[src/rtl/tick_monitor_pkg.sv]
// Shared types and constants for the tick strobe monitor.
package tick_monitor_pkg;

    typedef enum logic [1:0] {
        IDLE,
        ACQUIRE,
        LOCKED
    } tick_mon_state_e;

    localparam int ERR_WIDTH = 8;

endpackage

[src/rtl/tick_monitor.sv]
// Receive-side checker for a periodic one-cycle strobe: measures tick-to-tick
// interval, flags early/late strobes and reports lock once the period is stable.
module tick_monitor
    import tick_monitor_pkg::*;
#(
    parameter int EXPECTED_PERIOD = 6,
    parameter int TOLERANCE       = 0,
    parameter int CNT_WIDTH       = 5,
    parameter int LOCK_COUNT      = 3
) (
    input  logic                 clk,
    input  logic                 rst,
    input  logic                 tick_i,
    input  logic                 clear_i,
    output logic                 locked_o,
    output logic [CNT_WIDTH-1:0] period_o,
    output logic                 period_valid_o,
    output logic                 early_o,
    output logic                 late_o,
    output logic [ERR_WIDTH-1:0] err_count_o
);

    localparam int GOOD_W = $clog2(LOCK_COUNT + 1);
    localparam logic [CNT_WIDTH:0]   EARLY_LIM = (CNT_WIDTH+1)'(EXPECTED_PERIOD - TOLERANCE);
    localparam logic [CNT_WIDTH-1:0] LATE_CNT  = CNT_WIDTH'(EXPECTED_PERIOD + TOLERANCE);
    localparam logic [GOOD_W-1:0]    LOCK_LAST = GOOD_W'(LOCK_COUNT - 1);

    tick_mon_state_e      state, state_n;
    logic [CNT_WIDTH-1:0] cnt;
    logic [GOOD_W-1:0]    good_cnt, good_n;
    logic                 late_seen;

    logic                 active, meas, late_now, early_now, good_now, err_ev;
    logic [CNT_WIDTH:0]   interval;
    logic [CNT_WIDTH-1:0] period_sat;

    assign interval   = {1'b0, cnt} + (CNT_WIDTH+1)'(1);
    assign period_sat = (&cnt) ? cnt : interval[CNT_WIDTH-1:0];

    always_comb begin
        active    = (state != IDLE);
        meas      = active && tick_i;
        // late is armed only once per interval; the tick that ends a late
        // interval is reported but earns no credit
        late_now  = active && (cnt == LATE_CNT) && !late_seen;
        early_now = meas && (interval < EARLY_LIM);
        good_now  = meas && !early_now && !late_seen && !late_now;
        err_ev    = early_now || late_now;

        state_n = state;
        good_n  = good_cnt;
        case (state)
            IDLE: begin
                if (tick_i) state_n = ACQUIRE;
            end
            ACQUIRE: begin
                if (err_ev) begin
                    good_n = '0;
                end else if (good_now) begin
                    if (good_cnt == LOCK_LAST) begin
                        state_n = LOCKED;
                        good_n  = '0;
                    end else begin
                        good_n = good_cnt + GOOD_W'(1);
                    end
                end
            end
            LOCKED: begin
                if (err_ev) begin
                    state_n = ACQUIRE;
                    good_n  = '0;
                end
            end
            default: begin
                state_n = IDLE;
                good_n  = '0;
            end
        endcase

        if (clear_i) begin
            state_n = IDLE;
            good_n  = '0;
        end
    end

    always_ff @(posedge clk or posedge rst) begin
        if (rst) begin
            state    <= IDLE;
            good_cnt <= '0;
        end else begin
            state    <= state_n;
            good_cnt <= good_n;
        end
    end

    always_ff @(posedge clk or posedge rst) begin
        if (rst) begin
            cnt            <= '0;
            late_seen      <= 1'b0;
            period_o       <= '0;
            period_valid_o <= 1'b0;
            early_o        <= 1'b0;
            late_o         <= 1'b0;
            err_count_o    <= '0;
            locked_o       <= 1'b0;
        end else if (clear_i) begin
            cnt            <= '0;
            late_seen      <= 1'b0;
            period_o       <= '0;
            period_valid_o <= 1'b0;
            early_o        <= 1'b0;
            late_o         <= 1'b0;
            err_count_o    <= '0;
            locked_o       <= 1'b0;
        end else begin
            if (tick_i)      cnt <= '0;
            else if (!(&cnt)) cnt <= cnt + CNT_WIDTH'(1);

            if (tick_i)        late_seen <= 1'b0;
            else if (late_now) late_seen <= 1'b1;

            period_valid_o <= meas;
            if (meas) period_o <= period_sat;
            early_o <= early_now;
            late_o  <= late_now;
            if (err_ev && !(&err_count_o)) err_count_o <= err_count_o + ERR_WIDTH'(1);
            locked_o <= (state_n == LOCKED);
        end
    end

endmodule

[config.mk]
export PLATFORM = sky130hd
export DESIGN_NAME = tick_monitor
export DESIGN_NICKNAME = d
export VERILOG_FILES = /design/src/rtl/tick_monitor_pkg.sv /design/src/rtl/tick_monitor.sv
export SDC_FILE = /design/constraint.sdc
export NUM_CORES = 1
export LEC_CHECK = 0
export BUFFER_PORTS_ARGS = -buffer_cell sky130_fd_sc_hd__buf_2
export CAP_MARGIN = 10
export CORE_MARGIN = 1
export CORE_UTILIZATION = 40
export DETAILED_ROUTE_END_ITERATION = 6
export GPL_ROUTABILITY_DRIVEN = 0
export PLACE_DENSITY = 0.56
export SLEW_MARGIN = 0
export SYNTH_ARGS = -nofsm -noshare
export SYNTH_HDL_FRONTEND = slang
export SYNTH_SLANG_ARGS = --single-unit
[constraint.sdc]
create_clock -name clk -period 2.6 [get_ports clk]
set_input_delay 0.39 -clock clk [delete_from_list [all_inputs] [get_ports clk]]
set_output_delay 0.39 -clock clk [all_outputs]
set_load 0.02 [all_outputs]
==> run summary <==
Area added between synthesis and finish -> 12.6%
Reg-to-Reg End -> err_count_o[5]
Setup crit end kind -> flop
Synth Flop Type -> dfrtp_1
Clk pin slew, worst setup/hold paths -> 0.14 ns
CP peak stage delay -> 0.55 ns
Synthesis warning total -> 0
Met1 Usage GRT -> 26.5%
Final hold violations -> 0
DR pass1 iterations -> 4
# fillers -> 356
Register bit total from synthesis -> 27
Leak pwr -> 0.000717 µW
# setup viols final -> 0
GR Util met2 -> 27.3%
CTS tree -> done
R2r startpoint -> cnt[0]
Die span in y -> 61.6 µm
DP Wirelength -> 2060 µm
Tot Pwr -> 721 µW
Grt total ovfl -> 0
# H-tree levels -> 1
FP Rows -> 21
Ports -> 21
CTS Root Buffer Type -> clkbuf_4
# clock sinks -> 27
Setup CP Type -> flop to flop
Fin crit period -> 2.39 ns
ANT cells -> 0
Chip width -> 61.6 µm
Seq/Total Area, Yosys -> 47.5%
Critical Path Source -> cnt[0]
Hold Slack -> 0.0756 ns
Design area -> 0.00160 mm²
CTS Buf Count -> 3
Port Buffers -> 20
Synth top area cells -> dfrtp_1 (47%), nor2_1 (5.3%), ha_1 (4.4%)
Skew final -> 0.00501 ns
Detailed Route WL -> 2970 µm
Routed via count -> 1,126
Gr busiest metal -> met2
DP Worst Slack -> 0.180 ns
Crit path max-delay cell type -> or4_1
Vias per cell -> 5.39
Mean Syn Cell Area -> 10.0 µm²
Clk Latency, worst-skew pair -> 0.34 ns
Vias in the first global route -> 1,017
Max Cap Viol -> 0
DR iter-0 viols -> 51
Yosys cell types -> 43
Initial antenna violation count -> 0
Crit Path Max Fanout -> 11
Worst-case clock buffer depth -> 2
CP startpoint kind -> flop
Syn Inst Count -> 142
CP required -> 2.87 ns
Fin Setup TNS -> 0 ns
Syn nets -> 151
Slew Viols, Final -> 0
Antenna Nets Post-Route -> 0
Die area -> 0.00380 mm²
Commonest cells post-synth -> dfrtp_1 (27), nor2_1 (20), a21oi_1 (9), inv_1 (8)
Post-synth top area share -> 47.5%
Critical path endpoint -> err_count_o[5]
Outcome -> finished clean
Setup bufs post-CTS -> 0
Worst reg2reg path depth -> 7
Max Fclk -> 0.418 GHz
Core ar. -> 0.00336 mm²
All-Layer GR Usage -> 18.3%
Worst path arrival time -> 2.66 ns
Unrepaired setup endpoints after global routing -> no
# nets final -> 173
Initial Util -> 42.3%
Final worst path period share -> 92.0%
Share of layout cells above drive strength 1 -> 20.9%
Rel. slew slack -> 54.4%
Largest net degree at the start of global routing -> 28
Pwr per Cell Area -> 450 mW/mm²
Worst VDD drop -> 0.341 mV
EDFF count, synth -> 0
Top cell type by total area after synthesis -> dfrtp_1
Met3 usage -> 4.41%
Post-Place Cell Area -> 0.00157 mm²
Synthesized cell area -> 0.00142 mm²
PnR worst setup slack -> 0.207 ns
Slew @ Worst Pin -> 0.666 ns
WP depth -> 7
First-pass GRT wire length -> 4930 µm
Routed wire per std cell -> 14.2 µm
Fraction of registers with async set/reset -> 100%
FF-to-FF setup slack -> 0.21 ns
DRC viols -> 0
CP Cell Sequence -> ha_1 > nand3_1 > ha_1 > a21oi_1 > a31oi_2 > or4_1 > a21oi_1
CP bufs+invs -> 0
Most frequent cell after synthesis -> dfrtp_1
Hold Path Class -> input port to async pin
Critical path's top delay family -> compound AO/OA/AOI/OAI gates
## repair_timing
item                                    4_1_cts  5_1_grt
endpoints found under the setup margin        0        3
resized for setup                             0        1
hold buffers                                  0        0
## worst register-to-register path: stages, from the launching register on
cell     delay [ns]
dfrtp_1        0.44
ha_1           0.21
nand3_1        0.12
ha_1           0.31
a21oi_1        0.27
a31oi_2        0.27
or4_1          0.55
a21oi_1        0.14
## power by group
part	internal (µW)	total (µW)	switching, µW
clock	60.4	188	128
sequential	432	445	12.8
combinational	29.4	88.1	58.6
## registers in the layout (all words and copies together) (netlist names)
register        count
locked_o            1
good_cnt            2
cnt                 5
state               2
period_valid_o      1
period_o            5
late_o              1
late_seen           1
early_o             1
err_count_o         8
## cell families after synthesis
| family | after synthesis | share of synthesized area [%] |
|---|---|---|
| simple gates | 58 | 22.3 |
| compound gates | 30 | 15.3 |
| flops | 27 | 47.5 |
| buf+inv | 12 | 3.43 |
| mux | 6 | 4.57 |
| fa+ha+maj | 5 | 4.40 |
| xor+xnor | 4 | 2.46 |
## how the worst min path moves through the flow
stage,endpoint,depth (start not counted),slack [ns],startpoint
2_1_floorplan,late_o,1,0.43,late_seen
3_3_place_gp,late_o,1,0.45,late_seen
3_5_place_dp,period_o[0],3,0.46,rst
4_1_cts,period_o[0],3,0.09,rst
5_1_grt,period_o[0],3,0.09,rst
6_report,period_o[0],3,0.08,rst
## metrics by stage
| stage | cells | utilization, % |
|---|---|---|
| floorplan | 142 | - |
| global placement | 205 | 46.7 |
| detailed placement | 205 | 46.7 |
| CTS | 209 | 47.4 |
| global route | 209 | 47.6 |
| finish | 209 | 47.6 |
## routing by layer
| metal | vias to the layer above | part of all wire, % |
|---|---|---|
| met1 | 552 | 49 |
| met5 | - | 0 |
| li1 | 555 | - |
| met3 | 4 | 3.7 |
| met4 | 0 | 1.0 |
| met2 | 15 | 46 |
## area by class of cell
class                      count  area [µm²]  share of cell area [%]
multi-input combinational    103         704                    44.0
sequential                    27         676                    42.2
clock buffer                   4        26.3                    1.64
timing repair buffer          21         108                    6.72
tap                           46        57.6                    3.59
inverter                       8        30.0                    1.87
## cells in the final DEF, fill, tap and decap left out, drive strengths merged, types with 5 or more instances in the layout
cell type and instances:
a21oi 9, buf 21, dfrtp 27, ha 5
inv 8, mux2i 5, nand2b 6, nand3 5
nor2 21, nor3 6
(Power assumes the default switching activity.)
